File: config.mk
export PLATFORM = sky130hd
export DESIGN_NAME = gmii_rx_monitor
export DESIGN_NICKNAME = d
export VERILOG_FILES = /design/src/rtl/gmii_rx_monitor.sv
export SDC_FILE = /design/constraint.sdc
export NUM_CORES = 1
export LEC_CHECK = 0
export ABC_AREA = 1
export CAP_MARGIN = 0
export CORE_MARGIN = 2
export CORE_UTILIZATION = 55
export DETAILED_ROUTE_END_ITERATION = 6
export PLACE_DENSITY = 0.9
export SLEW_MARGIN = 20
export SYNTH_ARGS = -nofsm -noshare
export SYNTH_HDL_FRONTEND = slang
export SYNTH_SLANG_ARGS = --single-unit
export TNS_END_PERCENT = 30
File: constraint.sdc
create_clock -name clk -period 2.4 [get_ports clk]
set_input_delay 0.48 -clock clk [delete_from_list [all_inputs] [get_ports clk]]
set_output_delay 0.48 -clock clk [all_outputs]
set_load 0.01 [all_outputs]
File: src/rtl/gmii_rx_monitor.sv
// GMII receive-path checker: forwards the byte stream with a 2-cycle lag and marks bad frames.
// Statistics counters exist only when GMII_RX_MON_STATS_EN is defined.
module gmii_rx_monitor #(
   parameter int MIN_LEN   = 64,
   parameter int MAX_LEN   = 1522,
   parameter int CNT_WIDTH = 16
) (
   input  logic                 clk,
   input  logic                 rst,
   input  logic [7:0]           rx_data,
   input  logic                 rx_dv,
   input  logic                 rx_er,
   output logic [7:0]           tx_data,
   output logic                 tx_en,
   output logic                 tx_er,
   input  logic                 cnt_clr,
   output logic                 frame_done,
   output logic                 frame_ok,
   output logic [CNT_WIDTH-1:0] frame_cnt,
   output logic [CNT_WIDTH-1:0] crc_err_cnt,
   output logic [CNT_WIDTH-1:0] len_err_cnt,
   output logic [CNT_WIDTH-1:0] sfd_err_cnt
);

   typedef enum logic [2:0] {IDLE, PRE, DATA, BADPRE, SKIP} state_t;

   localparam logic [31:0] CRC_RESIDUE = 32'hDEBB20E3;
   localparam logic [10:0] MIN_L       = 11'(MIN_LEN);
   localparam logic [10:0] MAX_L       = 11'(MAX_LEN);

   function automatic logic [31:0] crc32_byte(input logic [31:0] c, input logic [7:0] b);
      logic [31:0] r;
      r = c ^ {24'd0, b};
      for (int i = 0; i < 8; i++)
         r = r[0] ? ((r >> 1) ^ 32'hEDB88320) : (r >> 1);
      return r;
   endfunction

   function automatic logic [10:0] len_sat_inc(input logic [10:0] v);
      return (v == 11'h7FF) ? v : v + 11'd1;
   endfunction

   state_t      state_q;
   logic        post_rst_q;
   logic [31:0] crc_q;
   logic [10:0] len_q;
   logic        er_seen_q;

   logic [7:0]  dat_p1_q;
   logic        dv_p1_q;
   logic        er_p1_q;

   logic [7:0]  tx_data_q;
   logic        tx_en_q;
   logic        tx_er_q;
   logic        frame_done_q;
   logic        frame_ok_q;

   logic        skip_d;
   logic        last_p1_d;
   logic        sfd_bad_d;
   logic        len_bad_d;
   logic        crc_bad_d;
   logic        bad_d;
   logic [31:0] crc_d;

   // The byte in stage 1 is the frame's last one when the incoming rx_dv has dropped;
   // the frame verdict is formed in that same cycle from the fully updated CRC/length.
   always_comb begin
      skip_d    = (state_q == SKIP) || ((state_q == IDLE) && post_rst_q);
      last_p1_d = dv_p1_q && !rx_dv;
      crc_d     = crc32_byte(crc_q, rx_data);
      sfd_bad_d = (state_q != DATA);
      len_bad_d = !sfd_bad_d && ((len_q < MIN_L) || (len_q > MAX_L));
      crc_bad_d = !sfd_bad_d && !len_bad_d && ((crc_q != CRC_RESIDUE) || er_seen_q);
      bad_d     = sfd_bad_d || len_bad_d || crc_bad_d;
   end

   always_ff @(posedge clk) begin
      if (rst) begin
         state_q    <= IDLE;
         post_rst_q <= 1'b1;
         crc_q      <= 32'hFFFFFFFF;
         len_q      <= 11'd0;
         er_seen_q  <= 1'b0;
      end else begin
         post_rst_q <= 1'b0;
         unique case (state_q)
            IDLE: begin
               if (rx_dv) begin
                  if (post_rst_q) begin
                     state_q <= SKIP;
                  end else begin
                     er_seen_q <= rx_er;
                     if (rx_data == 8'hD5) begin
                        state_q <= DATA;
                        crc_q   <= 32'hFFFFFFFF;
                        len_q   <= 11'd0;
                     end else if (rx_data == 8'h55) begin
                        state_q <= PRE;
                     end else begin
                        state_q <= BADPRE;
                     end
                  end
               end
            end
            PRE: begin
               if (!rx_dv) begin
                  state_q <= IDLE;
               end else begin
                  er_seen_q <= er_seen_q | rx_er;
                  if (rx_data == 8'hD5) begin
                     state_q <= DATA;
                     crc_q   <= 32'hFFFFFFFF;
                     len_q   <= 11'd0;
                  end else if (rx_data != 8'h55) begin
                     state_q <= BADPRE;
                  end
               end
            end
            DATA: begin
               if (!rx_dv) begin
                  state_q <= IDLE;
               end else begin
                  crc_q     <= crc_d;
                  len_q     <= len_sat_inc(len_q);
                  er_seen_q <= er_seen_q | rx_er;
               end
            end
            BADPRE: begin
               if (!rx_dv) state_q <= IDLE;
               else        er_seen_q <= er_seen_q | rx_er;
            end
            SKIP: begin
               if (!rx_dv) state_q <= IDLE;
            end
            default: state_q <= IDLE;
         endcase
      end
   end

   // Stage 1 / stage 2 boundary: stage 2 drives the outputs directly.
   always_ff @(posedge clk) begin
      if (rst) begin
         dat_p1_q     <= 8'd0;
         dv_p1_q      <= 1'b0;
         er_p1_q      <= 1'b0;
         tx_data_q    <= 8'd0;
         tx_en_q      <= 1'b0;
         tx_er_q      <= 1'b0;
         frame_done_q <= 1'b0;
         frame_ok_q   <= 1'b0;
      end else begin
         dat_p1_q     <= rx_data;
         dv_p1_q      <= rx_dv && !skip_d;
         er_p1_q      <= rx_er;
         tx_data_q    <= dat_p1_q;
         tx_en_q      <= dv_p1_q;
         tx_er_q      <= er_p1_q || (last_p1_d && bad_d);
         frame_done_q <= last_p1_d;
         frame_ok_q   <= last_p1_d && !bad_d;
      end
   end

   assign tx_data    = tx_data_q;
   assign tx_en      = tx_en_q;
   assign tx_er      = tx_er_q;
   assign frame_done = frame_done_q;
   assign frame_ok   = frame_ok_q;

`ifdef GMII_RX_MON_STATS_EN
   function automatic logic [CNT_WIDTH-1:0] cnt_sat_inc(input logic [CNT_WIDTH-1:0] v);
      return (&v) ? v : v + CNT_WIDTH'(1);
   endfunction

   logic                 ev_sfd_q;
   logic                 ev_len_q;
   logic                 ev_crc_q;
   logic [CNT_WIDTH-1:0] frame_cnt_q;
   logic [CNT_WIDTH-1:0] crc_err_cnt_q;
   logic [CNT_WIDTH-1:0] len_err_cnt_q;
   logic [CNT_WIDTH-1:0] sfd_err_cnt_q;

   // Verdict class is registered alongside frame_done, so counters move one cycle later.
   always_ff @(posedge clk) begin
      if (rst) begin
         ev_sfd_q      <= 1'b0;
         ev_len_q      <= 1'b0;
         ev_crc_q      <= 1'b0;
         frame_cnt_q   <= '0;
         crc_err_cnt_q <= '0;
         len_err_cnt_q <= '0;
         sfd_err_cnt_q <= '0;
      end else begin
         ev_sfd_q <= last_p1_d && sfd_bad_d;
         ev_len_q <= last_p1_d && len_bad_d;
         ev_crc_q <= last_p1_d && crc_bad_d;
         if (cnt_clr) begin
            frame_cnt_q   <= '0;
            crc_err_cnt_q <= '0;
            len_err_cnt_q <= '0;
            sfd_err_cnt_q <= '0;
         end else if (frame_done_q) begin
            if (frame_ok_q) frame_cnt_q   <= cnt_sat_inc(frame_cnt_q);
            if (ev_crc_q)   crc_err_cnt_q <= cnt_sat_inc(crc_err_cnt_q);
            if (ev_len_q)   len_err_cnt_q <= cnt_sat_inc(len_err_cnt_q);
            if (ev_sfd_q)   sfd_err_cnt_q <= cnt_sat_inc(sfd_err_cnt_q);
         end
      end
   end

   assign frame_cnt   = frame_cnt_q;
   assign crc_err_cnt = crc_err_cnt_q;
   assign len_err_cnt = len_err_cnt_q;
   assign sfd_err_cnt = sfd_err_cnt_q;
`else
   logic unused_cnt_clr;
   assign unused_cnt_clr = cnt_clr;
   assign frame_cnt      = '0;
   assign crc_err_cnt    = '0;
   assign len_err_cnt    = '0;
   assign sfd_err_cnt    = '0;
`endif

endmodule

# After elaboration in Yosys (flattened, before gate mapping)
# Cells that the tools add are included.
word_totals:
  inputBits: 13
  out_inout_bits: 76
  ff_bits: 70
  wordCells: 107
op_classes:
  addsub: 1
  n_eq_ne: 18
  magnitude_cmp: 2
  n_mux: 35
  bitwise_logic: 10
  n_reduce_logical: 28
ops:
  columns: ["operator", "n"]
  rows:
  - ["two-way mux 32 bit", 13]
  - ["NOT 13 -> 14 bit", 8]
  - ["case mux 32 bit (3 select lines)", 1]
  - ["two-way mux 11 bit", 6]
  - ["case mux 11 bit (3 select lines)", 1]
  - ["!= test 32 bit (second input constant)", 1]
  - ["XOR 32 x 8 -> 32 bit", 1]
  - ["two-way mux 3 bit", 6]
  - ["!= test 2 bit (second input constant)", 6]
  - ["adder 11 x 1 -> 11 bit (second input constant)", 1]
  - ["equality test 11 bit (second input constant)", 1]
  - ["greater-than comparator 11 bit (second input constant)", 1]
  - ["< comparator 11 x 7 -> 1 bit (second input constant)", 1]
  - ["case mux 3 bit (3 select lines)", 1]
  - ["equality test 8 x 7 -> 1 bit (second input constant)", 1]
  - ["equality test 8 bit (second input constant)", 1]
  - ["logical AND 1 bit", 8]
  - ["!= test 8 x 7 -> 1 bit (second input constant)", 1]
  - ["equality test 3 x 2 -> 1 bit (second input constant)", 2]
  - ["logical OR 1 bit", 6]
  - ["AND reduction 6 bit", 1]
  - ["OR reduction 3 bit", 2]
  - ["logical NOT 1 bit", 5]
  - ["AND reduction 5 bit", 1]
  - ["14 further kinds", 18]

# Logic depth before layout (Yosys ltp)
# Gate-level depths: netlist of run 1.
logic_depth:
  word_depth: 19
  mapped_depth: 12
  ltp_nobuf: 12

# Least setup slack after synthesis of run 1
# OpenSTA, ideal clock, no wires.
synth_path:
  path_kind: "input-to-reg"
  from: "input rx_data[0]"
  to: "register crc_q[26]"
  slack_ns: 0.745
  arrival_ns: 1.536
  path_stages: 12
  n_path_buf: 0
  required_ns: 2.280
  setup_ns: 0.120
  path_cell_list: "inv_1 -> nand2_1 -> nand2_1 -> nand2_1 -> nand2_2 -> inv_1 -> nand2_1 -> nand2_1 -> nor2_1 -> nand2_1 -> o211ai_1 -> nand2_1"
synth_via:
  elab_chain_len: 12
  elab_cells_between_ends: 17
  cone_classes: "1 x eq/ne; 14 x mux; 2 x bitwise"
synth_rtl:
  columns: ["item", "line_no", "source"]
  rows:
  - ["start, declared", "10", "input logic [7:0] rx_data,"]
  - ["XOR 32 x 8 -> 32 bit", "33", "r = c ^ {24'd0, b};"]
  - ["two-way mux 32 bit (7 in a row)", "35", "r = r[0] ? ((r >> 1) ^ 32'hEDB88320) : (r >> 1);"]
  - ["NOT 13 -> 14 bit (no line)", null, null]
  - ["two-way mux 32 bit", "35", null]
  - ["two-way mux 32 bit", "122", "if (!rx_dv) begin"]
  - ["case mux 32 bit (3 select lines) *", "88", "unique case (state_q)"]
  - ["end signal, assigned", "125", "crc_q <= crc_d;"]
  - ["end, declared", "45", "logic [31:0] crc_q;"]
# Mark *: on every way between the ends. The rest lies on a longest branch, timed or not. The select of a mux whose other input is x is not followed.
# A chain may end at the register's enable or synchronous reset.

# Worst setup path in the final report of run 1
layout_path:
  from: "input rx_data[2]"
  to: "register len_q[6]"
layout_via:
  elab_chain_len: 5
  elab_cells_between_ends: 6
  cone_classes: "1 x eq/ne; 5 x mux"
layout_rtl:
  columns: ["item", "line_no", "source"]
  rows:
  - ["equality test 8 bit *", "95, 112", null]
  - ["two-way mux 11 bit *", null, null]
  - ["two-way mux 11 bit (2 in a row)", null, null]
  - ["case mux 11 bit (3 select lines) *", null, null]
  - ["end signal, assigned", "126", "len_q <= len_sat_inc(len_q);"]
  - ["end, declared", "46", "logic [10:0] len_q;"]
# Marked as above.

==> results of run 1 <==
## kinds of logic (layout without fill, tap and decap cells)
family | count (synthesis) | after routing | synth area share, %
AOI/OAI and AO/OA | 80 | 80 | 10.3
xor gates and xnor gates | 40 | 40 | 8.02
adders and majority gates | 1 | 1 | 0.286
buffers and inverters | 142 | 120 | 18.4
DFF | 70 | 70 | 32.1
other | 1 | 64 | 0.0858
and+or+nand+nor | 320 | 320 | 30.9
## per-layer routing
| metal | up-vias | GRT usage, % | wire (um) | share of wire [%] |
|---|---|---|---|---|
| met5 | - | 0 | 0 | 0 |
| met4 | 0 | 11.9 | 401 | 3.7 |
| met3 | 44 | 4.27 | 928 | 8.6 |
| met2 | 261 | 45.3 | 5200 | 48 |
| met1 | 1905 | 30.9 | 4310 | 40 |
| li1 | 2020 | - | - | - |
## worst max path at each step
stage,slack [ps],startpoint,to
after floorplan,740,rx_data[0],crc_q[26]$_SDFFE_PP1P_
after detailed placement,50,rx_data[5],len_q[9]$_SDFFE_PP0P_
after global placement,100,rx_data[0],len_q[6]$_SDFFE_PP0P_
after CTS,430,rx_data[5],len_q[9]$_SDFFE_PP0P_
final,420,rx_data[2],len_q[6]$_SDFFE_PP0P_
after global routing,260,rx_data[5],len_q[6]$_SDFFE_PP0P_
## sequential cells by signal, indices dropped and copies added (netlist names), 3 cells and up
signal,cells
crc_q,32
dat_p1_q,8
len_q,11
state_q,3
tx_data,8
## metrics by stage
step,area (um2),total power [uW],instances
global placement,4540,2710,781
finish,4770,3910,797
CTS,4770,3880,797
detailed placement,4540,2770,781
global route,4770,4130,797
floorplan,4610,2480,717
## tightest hold or removal path: cells and delay by family, from the launching register on
| kind | cells | cell delay (ps) |
|---|---|---|
| AND/OR/NAND/NOR | 1 | 30 |
| flip-flops | 1 | 300 |
| buffers and inverters | 1 | 40 |
## power by group
group          internal (uW)  switching [uW]
Sequential              1290             123
Clock                    642             476
Combinational            476             906
## placed cells by master, fill, tap and decap left out
cell type and n:
dfxtp_1 70, nand2_2 4, xor2_1 28, nor3_2 2
nor2_1 50, nor3_4 1, conb_1 64, clkinv_2 1
ha_1 1, nand3_2 1, or2_2 1, nand4_1 9
o21ai_2 1, nand2_1 198, nand3_1 37, bufinv_16 2
xnor2_1 12, o31ai_1 1, inv_1 56, clkinv_4 1
nor3_1 9, nand2b_1 1, a21oi_4 1, a21oi_1 41
clkinvlp_4 1, clkbuf_8 11, o211ai_1 13, nand3b_1 2
nor3b_1 1, buf_4 19, a31oi_1 1, nor2_2 2
o21ai_0 22, nor4_1 2, clkdlybuf4s50_1 23, inv_2 6
## area by class of cell
class,instances,area (um2)
multi-input combinational,505,2400
tap,102,128
clock inverter,5,81.3
fill,644,2960
timing repair buffer,42,373
clock buffer,11,151
sequential,70,1400
inverter,62,233
==> key figures, run 1 <==
Clocking
  – Clock sinks: 70
  – Cts hold-fix bufs: 0
  – Post-CTS sizing: 0
  – Maximum root-to-sink buffer count: 2
  – Worst-path clk slew: 80 ps
  – Setup Fix Bufs, Post-CTS: 0
  – H-tree depth: 3
  – CTS root buffer: clkbuf_8
  – Worst skew pair latency: 350 ps
  – CTS tree: done
  – CTS Buf Count: 9

Placement
  – IO Port Bufs: 23
  – Post-DP HPWL: 7640 um
  – Dpl ws: 55.0 ps
  – RePlAce Congestion: 0.930

Yosys
  – Area leader, netlist: dfxtp_1
  – Main flop type after synthesis: dfxtp_1
  – Most frequent cell after synthesis: nand2_1
  – Syn avg cell area: 6.68 um2
  – Distinct cells, synth: 33
  – Synth Register Bits: 70
  – Yosys warns: 0
  – Async SR Flop Fraction: 0%
  – Post-synth EDFFs: 0
  – Yosys top cell area share: 32.1%
  – Netlist Area Pre-Place: 4370 um2
  – Gate Count Post-Synth: 654
  – Top post-synthesis cells by area: dfxtp_1 (32%), nand2_1 (17%), buf_4 (12%)
  – Synth cell count leaders: nand2_1 (198), dfxtp_1 (70), buf_4 (68)
  – Register area share after synthesis: 32.1%

Critical path
  – Delay-heaviest family, CP: simple AND/OR/NAND/NOR gates
  – Critical path class: primary input to register
  – Reg-to-reg slack, setup: 550 ps
  – Crit path top cell by count: nand2_1
  – Worst r2r src: state_q[1]$_SDFFE_PP0P_
  – Critical path cell sequence: clkdlybuf4s50_1 -> nand2_1 -> nor3_2 -> nand3_2 -> a21oi_4 -> nand2_2 -> inv_2 -> nand2_1 -> nand2_1 -> nor2_1
  – Critical Path AT: 2230 ps
  – Reg2reg end: len_q[6]$_SDFFE_PP0P_
  – Worst Reg-to-Reg Cells: 9
  – Worst path required time: 2660 ps
  – Worst-path maximum fanout: 12
  – Slowest stage delay, CP: 550 ps
  – Critical Path Sink Type: register
  – Max stage delay cell, worst path: clkdlybuf4s50_1
  – Crit start category: primary input
  – Buf/Inv on CP: 2
  – Critical path depth in cells: 10

Flow run
  – Max cap viols: 0

Global routing
  – First-pass GRT wire length: 17800 um
  – Grt ovf: 0
  – GRT Util Overall: 25.9%
  – Initial antenna violation count: 0
  – Vias in the first global route: 3806
  – Largest net degree at the start of global routing: 44

Floorplanning
  – Die Y: 93.1 um
  – Die area: 8680 um2
  – Core ar.: 7730 um2
  – Die width: 93.1 um
  – Num ports: 89
  – # rows: 32
  – Initial cell density of the core: 56.6%

Detailed routing
  – DRT Pass-1 Iters: 6
  – Vias per cell: 5.31
  – Initial DRC count: 524
  – ANT nets after route: 0
  – DRC errors left: 0
  – Vias: 4230
  – Final WL: 10800 um
  – Avg WL per Cell: 13.6 um

Finish
  – Ant diodes: 0
  – Core Util, Final: 61.7%
  – Final layout net count: 704
  – Layout cells sized above 1: 7.77%
  – Area Overhead vs Synth: 9.16%

STA
  – Tmin final: 1980 ps
  – Final Max Slew Viols: 0
  – Final setup violating endpoints: 0
  – Final hold slack: 401 ps
  – Ratio of final minimum period to clock period: 82.3%
  – Relative slew slack: 66.7%
  – Fmax: 506 MHz
  – Worst-Margin Slew: 498 ps
  – Final worst slack: 425 ps
  – Final hold vios: 0
  – Clk_skew: 5.63 ps
  – RSZ-0062 raised after global routing: false
  – TNS Setup: 0 ps

Pwr
  – Lkg Pwr: 0.00225 uW
  – Total power density per cell area: 820 nW/um2
  – Worst VDD drop: 0.331 mV

Worst hold path
  – Worst Hold Class: register to register
  – Hold path start: dat_p1_q[2]$_SDFF_PP0_
  – Hold depth: 2
  – Min-Delay Endpoint: tx_data[2]$_SDFF_PP0_

Status
  – Status: finished, final reports clean
(Power assumes the default switching activity.)
==> run 2, diff against run 1 <==
--- a/config.mk
+++ b/config.mk
@@ -8,9 +8,9 @@
 export ABC_AREA = 1
 export CAP_MARGIN = 0
 export CORE_MARGIN = 2
-export CORE_UTILIZATION = 55
+export CORE_UTILIZATION = 52
 export DETAILED_ROUTE_END_ITERATION = 6
-export PLACE_DENSITY = 0.9
+export PLACE_DENSITY = 0.86
 export SLEW_MARGIN = 20
 export SYNTH_ARGS = -nofsm -noshare
 export SYNTH_HDL_FRONTEND = slang
==> constraint.sdc (replaced) <==
create_clock -name clk -period 2 [get_ports clk]
set_input_delay 0.4 -clock clk [delete_from_list [all_inputs] [get_ports clk]]
set_output_delay 0.4 -clock clk [all_outputs]
set_load 0.01 [all_outputs]
==> run 2 against run 1 <==
Compared with the run above:
- die area grew 5.5%
- sequential share of layout area shrank 1.4 points
- sequential power grew 20%
- final cell count grew 4.3%
- critical path depth shrank 1
- non-clock buffer count grew 31
- flip-flop and latch count is the same
- worst setup slack lost 360 ps
- clock-buffer cell count shrank 1
- routed wire length grew 1.3%
- core utilization shrank 0.38 points
- critical endpoint is now crc_q[25]$_SDFFE_PP1P_
- highest routed layer unchanged
==> key figures, run 2 (synthesized netlist as in run 1, its figures left out) <==
Global routing
  – First-pass GRT wire length: 17300 um
  – Vias in the first global route: 3782
  – Largest net degree at the start of global routing: 28
  – Initial antenna violation count: 0
  – GRT Util Overall: 24.5%
  – Grt ovf: 0

Worst hold path
  – Worst Hold Class: register to register
  – Hold path start: dat_p1_q[0]$_SDFF_PP0_

STA
  – Fmax: 517 MHz
  – Clk_skew: 15.0 ps
  – Final Max Slew Viols: 0
  – Final hold vios: 0
  – Final setup violating endpoints: 0
  – Final hold slack: 400 ps
  – Tmin final: 1930 ps
  – Ratio of final minimum period to clock period: 96.7%
  – RSZ-0062 raised after global routing: true

Clocking
  – Setup Fix Bufs, Post-CTS: 0
  – H-tree depth: 3
  – CTS root buffer: clkbuf_8
  – Cts hold-fix bufs: 0
  – Clock sinks: 70
  – Maximum root-to-sink buffer count: 2
  – CTS tree: done
  – Worst skew pair latency: 360 ps
  – Worst-path clk slew: 80 ps
  – CTS Buf Count: 9

Critical path
  – Critical path class: primary input to register
  – Slowest stage delay, CP: 560 ps
  – Worst-path maximum fanout: 16
  – Critical Path Sink Type: register
  – Crit path top cell by count: nand2_1
  – Max stage delay cell, worst path: clkdlybuf4s50_1
  – Worst r2r src: state_q[1]$_SDFFE_PP0P_
  – Critical path cell sequence: clkdlybuf4s50_1 -> nand2_1 -> nor3_2 -> nand3_2 -> nand2_1 -> nand2_1 -> buf_4 -> a21oi_1 -> nand2_1
  – Crit start category: primary input
  – Worst path required time: 2230 ps
  – Setup crit start: rx_data[0]
  – Critical Path AT: 2170 ps

Detailed routing
  – DRT Pass-1 Iters: 5
  – Avg WL per Cell: 13.2 um
  – Final WL: 11000 um
  – DRC errors left: 0
  – Vias: 4282
  – Routed met3 length: 960 um
  – Vias per cell: 5.15
  – Initial DRC count: 375
  – ANT nets after route: 0
  – Max Used Layer: met4
  – Wl on met1: 4520 um
  – Met2 wire len: 5130 um

Pwr
  – Overall power: 4820 uW
  – Lkg Pwr: 0.00239 uW
  – Worst VDD drop: 0.384 mV
  – Total power density per cell area: 960 nW/um2

Floorplanning
  – # rows: 33
  – Num ports: 89
  – Die width: 95.7 um
  – Core ar.: 8180 um2
  – Die area: 9150 um2
  – Initial cell density of the core: 53.5%
  – Die Y: 95.7 um

Finish
  – Area Overhead vs Synth: 14.8%
  – Largest Register: crc_q
  – Most common cell after layout, fill and taps aside: nand2_1
  – Core Util, Final: 61.4%
  – Final cell count without fillers: 831
  – Final layout net count: 735
  – Ant diodes: 0
  – Max reg flops: 32
  – Top flop regs: crc_q: 32 flops, len_q: 11 flops
  – Most frequent cells in the layout: nand2_1 (195), dfxtp_1 (70), conb_1 (64)
  – Layout cells sized above 1: 12.0%

Placement
  – Post-DP HPWL: 8100 um
  – RePlAce Congestion: 0.937
  – Placed cell count: 815
  – IO Port Bufs: 23

Flow run
  – Max cap viols: 0

Status
  – Status: finished, final reports clean
## run 2: cell type report
cell class	instances	area, um2
Clock buffer	10	128
Clock inverter	6	93.8
Fill cell	723	3160
Inverter	62	233
Multi-Input combinational cell	505	2410
Sequential cell	70	1400
Tap cell	105	131
Timing Repair Buffer	73	618
## run 2: worst paths after layout
| path | to | slack (ps) | depth (start not counted) |
|---|---|---|---|
| worst max register to register | len_q[0]$_SDFFE_PP0P_ | 150 | 8 |
| worst min register to register | tx_data[0]$_SDFF_PP0_ | 400 | 2 |
| worst min-delay path | tx_data[0]$_SDFF_PP0_ | 400 | 2 |
| worst max-delay path | crc_q[25]$_SDFFE_PP1P_ | 70 | 9 |
## run 2: power breakdown
group	leakage (uW)	total, uW	internal [uW]	switching, uW
Sequential	0.000572	1690	1550	145
Clock	0.000107	1310	714	595
Combinational	0.00171	1810	688	1130
## run 2: metal layers
| metal | global-route usage [%] | vias up |
|---|---|---|
| li1 | - | 2077 |
| met1 | 29.3 | 1930 |
| met2 | 42.0 | 238 |
| met3 | 4.82 | 37 |
| met4 | 11.5 | 0 |
| met5 | 0 | - |
## run 2: critical path: cells and delay by family
kind            cells  cell delay [ps]
compound gates      1              200
buf+inv             2              780
simple gates        6              780
## run 2: timing repair
action,CTS,global route
setup endpoints to repair,0,12
hold endpoints to repair,0,0
resized for setup,0,4
## run 2: per-stage QoR
step / cell area, um2 / setup WS [ps] / setup TNS [ps]
global placement: 4790 / -214 / -5450
floorplan: 4610 / 425 / 0
detailed placement: 4790 / -341 / -9310
global route: 5020 / -10.2 / -10.8
CTS: 5010 / 19.8 / 0
finish: 5020 / 65.6 / 0
==> run 3, diff against run 2 <==
--- a/config.mk
+++ b/config.mk
@@ -10,8 +10,7 @@
 export CORE_MARGIN = 2
 export CORE_UTILIZATION = 52
 export DETAILED_ROUTE_END_ITERATION = 6
-export PLACE_DENSITY = 0.86
-export SLEW_MARGIN = 20
+export PLACE_DENSITY_LB_ADDON = 0.1
 export SYNTH_ARGS = -nofsm -noshare
 export SYNTH_HDL_FRONTEND = slang
 export SYNTH_SLANG_ARGS = --single-unit
==> run 3 against run 2 <==
Compared with the run above:
- hold slack improved by 6.0 ps
- largest power group unchanged
- die area stayed put
- core utilization rose by 0.61 points
- critical endpoint is now len_q[6]$_SDFFE_PP0P_
- largest cell class unchanged
- via count decreased by 5.4%
- worst setup slack improved by 48 ps
- final cell count grew 0.24%
- combinational power about the same
- highest routed layer unchanged
- sequential power hardly changed
==> key figures, run 3 (synthesized netlist as in run 1, its figures left out) <==
Critical path
  – Critical path class: primary input to register
  – Crit start category: primary input
  – Worst path required time: 2290 ps
  – Critical Path Sink Type: register
  – Critical Path AT: 2180 ps
  – Worst-path maximum fanout: 7

Clocking
  – CTS Buf Count: 9
  – H-tree depth: 3
  – Worst-path clk slew: 80 ps
  – Setup Fix Bufs, Post-CTS: 0
  – Clock sinks: 70
  – Cts hold-fix bufs: 0
  – Worst skew pair latency: 360 ps
  – CTS tree: done
  – CTS root buffer: clkbuf_8
  – Maximum root-to-sink buffer count: 2

Detailed routing
  – Avg WL per Cell: 12.8 um
  – ANT nets after route: 0
  – DRT Pass-1 Iters: 5
  – Vias per cell: 4.86
  – Final WL: 10700 um
  – Initial DRC count: 257
  – Vias: 4052
  – DRC errors left: 0

Floorplanning
  – Core ar.: 8180 um2
  – # rows: 33
  – Num ports: 89
  – Die Y: 95.7 um
  – Die width: 95.7 um
  – Die area: 9150 um2
  – Initial cell density of the core: 53.5%

STA
  – Final worst slack: 113 ps
  – Final hold vios: 0
  – RSZ-0062 raised after global routing: true
  – TNS Setup: 0 ps
  – Final Max Slew Viols: 0
  – Fmax: 530 MHz
  – Ratio of final minimum period to clock period: 94.3%
  – Tmin final: 1890 ps
  – Final setup violating endpoints: 0
  – Clk_skew: 13.7 ps

Pwr
  – Lkg Pwr: 0.00243 uW
  – Overall power: 4810 uW
  – Total power density per cell area: 949 nW/um2
  – Worst VDD drop: 0.422 mV

Finish
  – Core Util, Final: 62.0%
  – Final cell count without fillers: 833
  – Ant diodes: 0
  – Layout cells sized above 1: 12.4%
  – Max reg flops: 32
  – Final layout net count: 737
  – FILL cells: 755
  – Most common cell after layout, fill and taps aside: nand2_1
  – Most frequent cells in the layout: nand2_1 (196), dfxtp_1 (70), conb_1 (64)
  – Top flop regs: crc_q: 32 flops, len_q: 11 flops
  – Largest Register: crc_q
  – Area Overhead vs Synth: 15.9%

Placement
  – Post-DP HPWL: 7900 um
  – IO Port Bufs: 23
  – RePlAce Congestion: 0.890
  – Dpl ws: -278 ps
  – Placed cell count: 817

Global routing
  – GRT Util Overall: 24.6%
  – First-pass GRT wire length: 17100 um
  – Vias in the first global route: 3631
  – Grt ovf: 0
  – Largest net degree at the start of global routing: 44
  – Initial antenna violation count: 0

Status
  – Status: finished, final reports clean

Flow run
  – Max cap viols: 0

Worst hold path
  – Worst Hold Class: register to register
## run 3: power by group
group          internal [uW]  switching (uW)  leakage, uW  total, uW
clock network            714             590     0.000107       1300
logic                    713            1090      0.00175       1810
registers               1550             148     0.000572       1700
total                   2970            1830      0.00243       4810
## run 3: metrics by stage
stage / hold WS (ps) / cell area, um2
after global routing: 421 / 5070
after CTS: 407 / 5050
after floorplan: 388 / 4610
after detailed placement: 393 / 4830
after global placement: 388 / 4830
final: 406 / 5070
## run 3: cell type report
class                      instances  area [um2]  share of cell area (%)
multi-input combinational        505        2420                    47.7
sequential                        70        1400                    27.7
timing repair buffer              75         661                    13.0
inverter                          62         233                    4.59
tap                              105         131                    2.59
clock buffer                      10         128                    2.52
clock inverter                     6        93.8                    1.85
## run 3: final timing paths
check,startpoint,end,slack [ps],cells past startpoint
max,rx_data[7],len_q[6]$_SDFFE_PP0P_,110,10
min,dat_p1_q[4]$_SDFF_PP0_,tx_data[4]$_SDFF_PP0_,410,2
max reg2reg,state_q[1]$_SDFFE_PP0P_,len_q[6]$_SDFFE_PP0P_,210,9
min reg2reg,dat_p1_q[4]$_SDFF_PP0_,tx_data[4]$_SDFF_PP0_,410,2
## run 3: timing repair
| action | in CTS | in global routing |
|---|---|---|
| gates resized for setup | 0 | 5 |
| setup endpoints to repair | 0 | 7 |
| endpoints found under the hold margin | 0 | 0 |
## run 3: critical path, cell delays in order
cell and delay (ps):
clkdlybuf4s50_1 630, inv_2 90, nor3_4 200, nand3_2 130, a21oi_4 200, nand2_2 140
buf_4 160, nor2_2 80, nor2_1 50, nor2_1 100
## run 3: per-layer routing
metal  global-route usage [%]  vias up  share of wire [%]
met3                     5.14       19                6.3
met2                     38.4      129                 44
met1                     33.2     1820                 47
met5                        0        -                  0
li1                         -     2084                  -
met4                     9.64        0                1.9
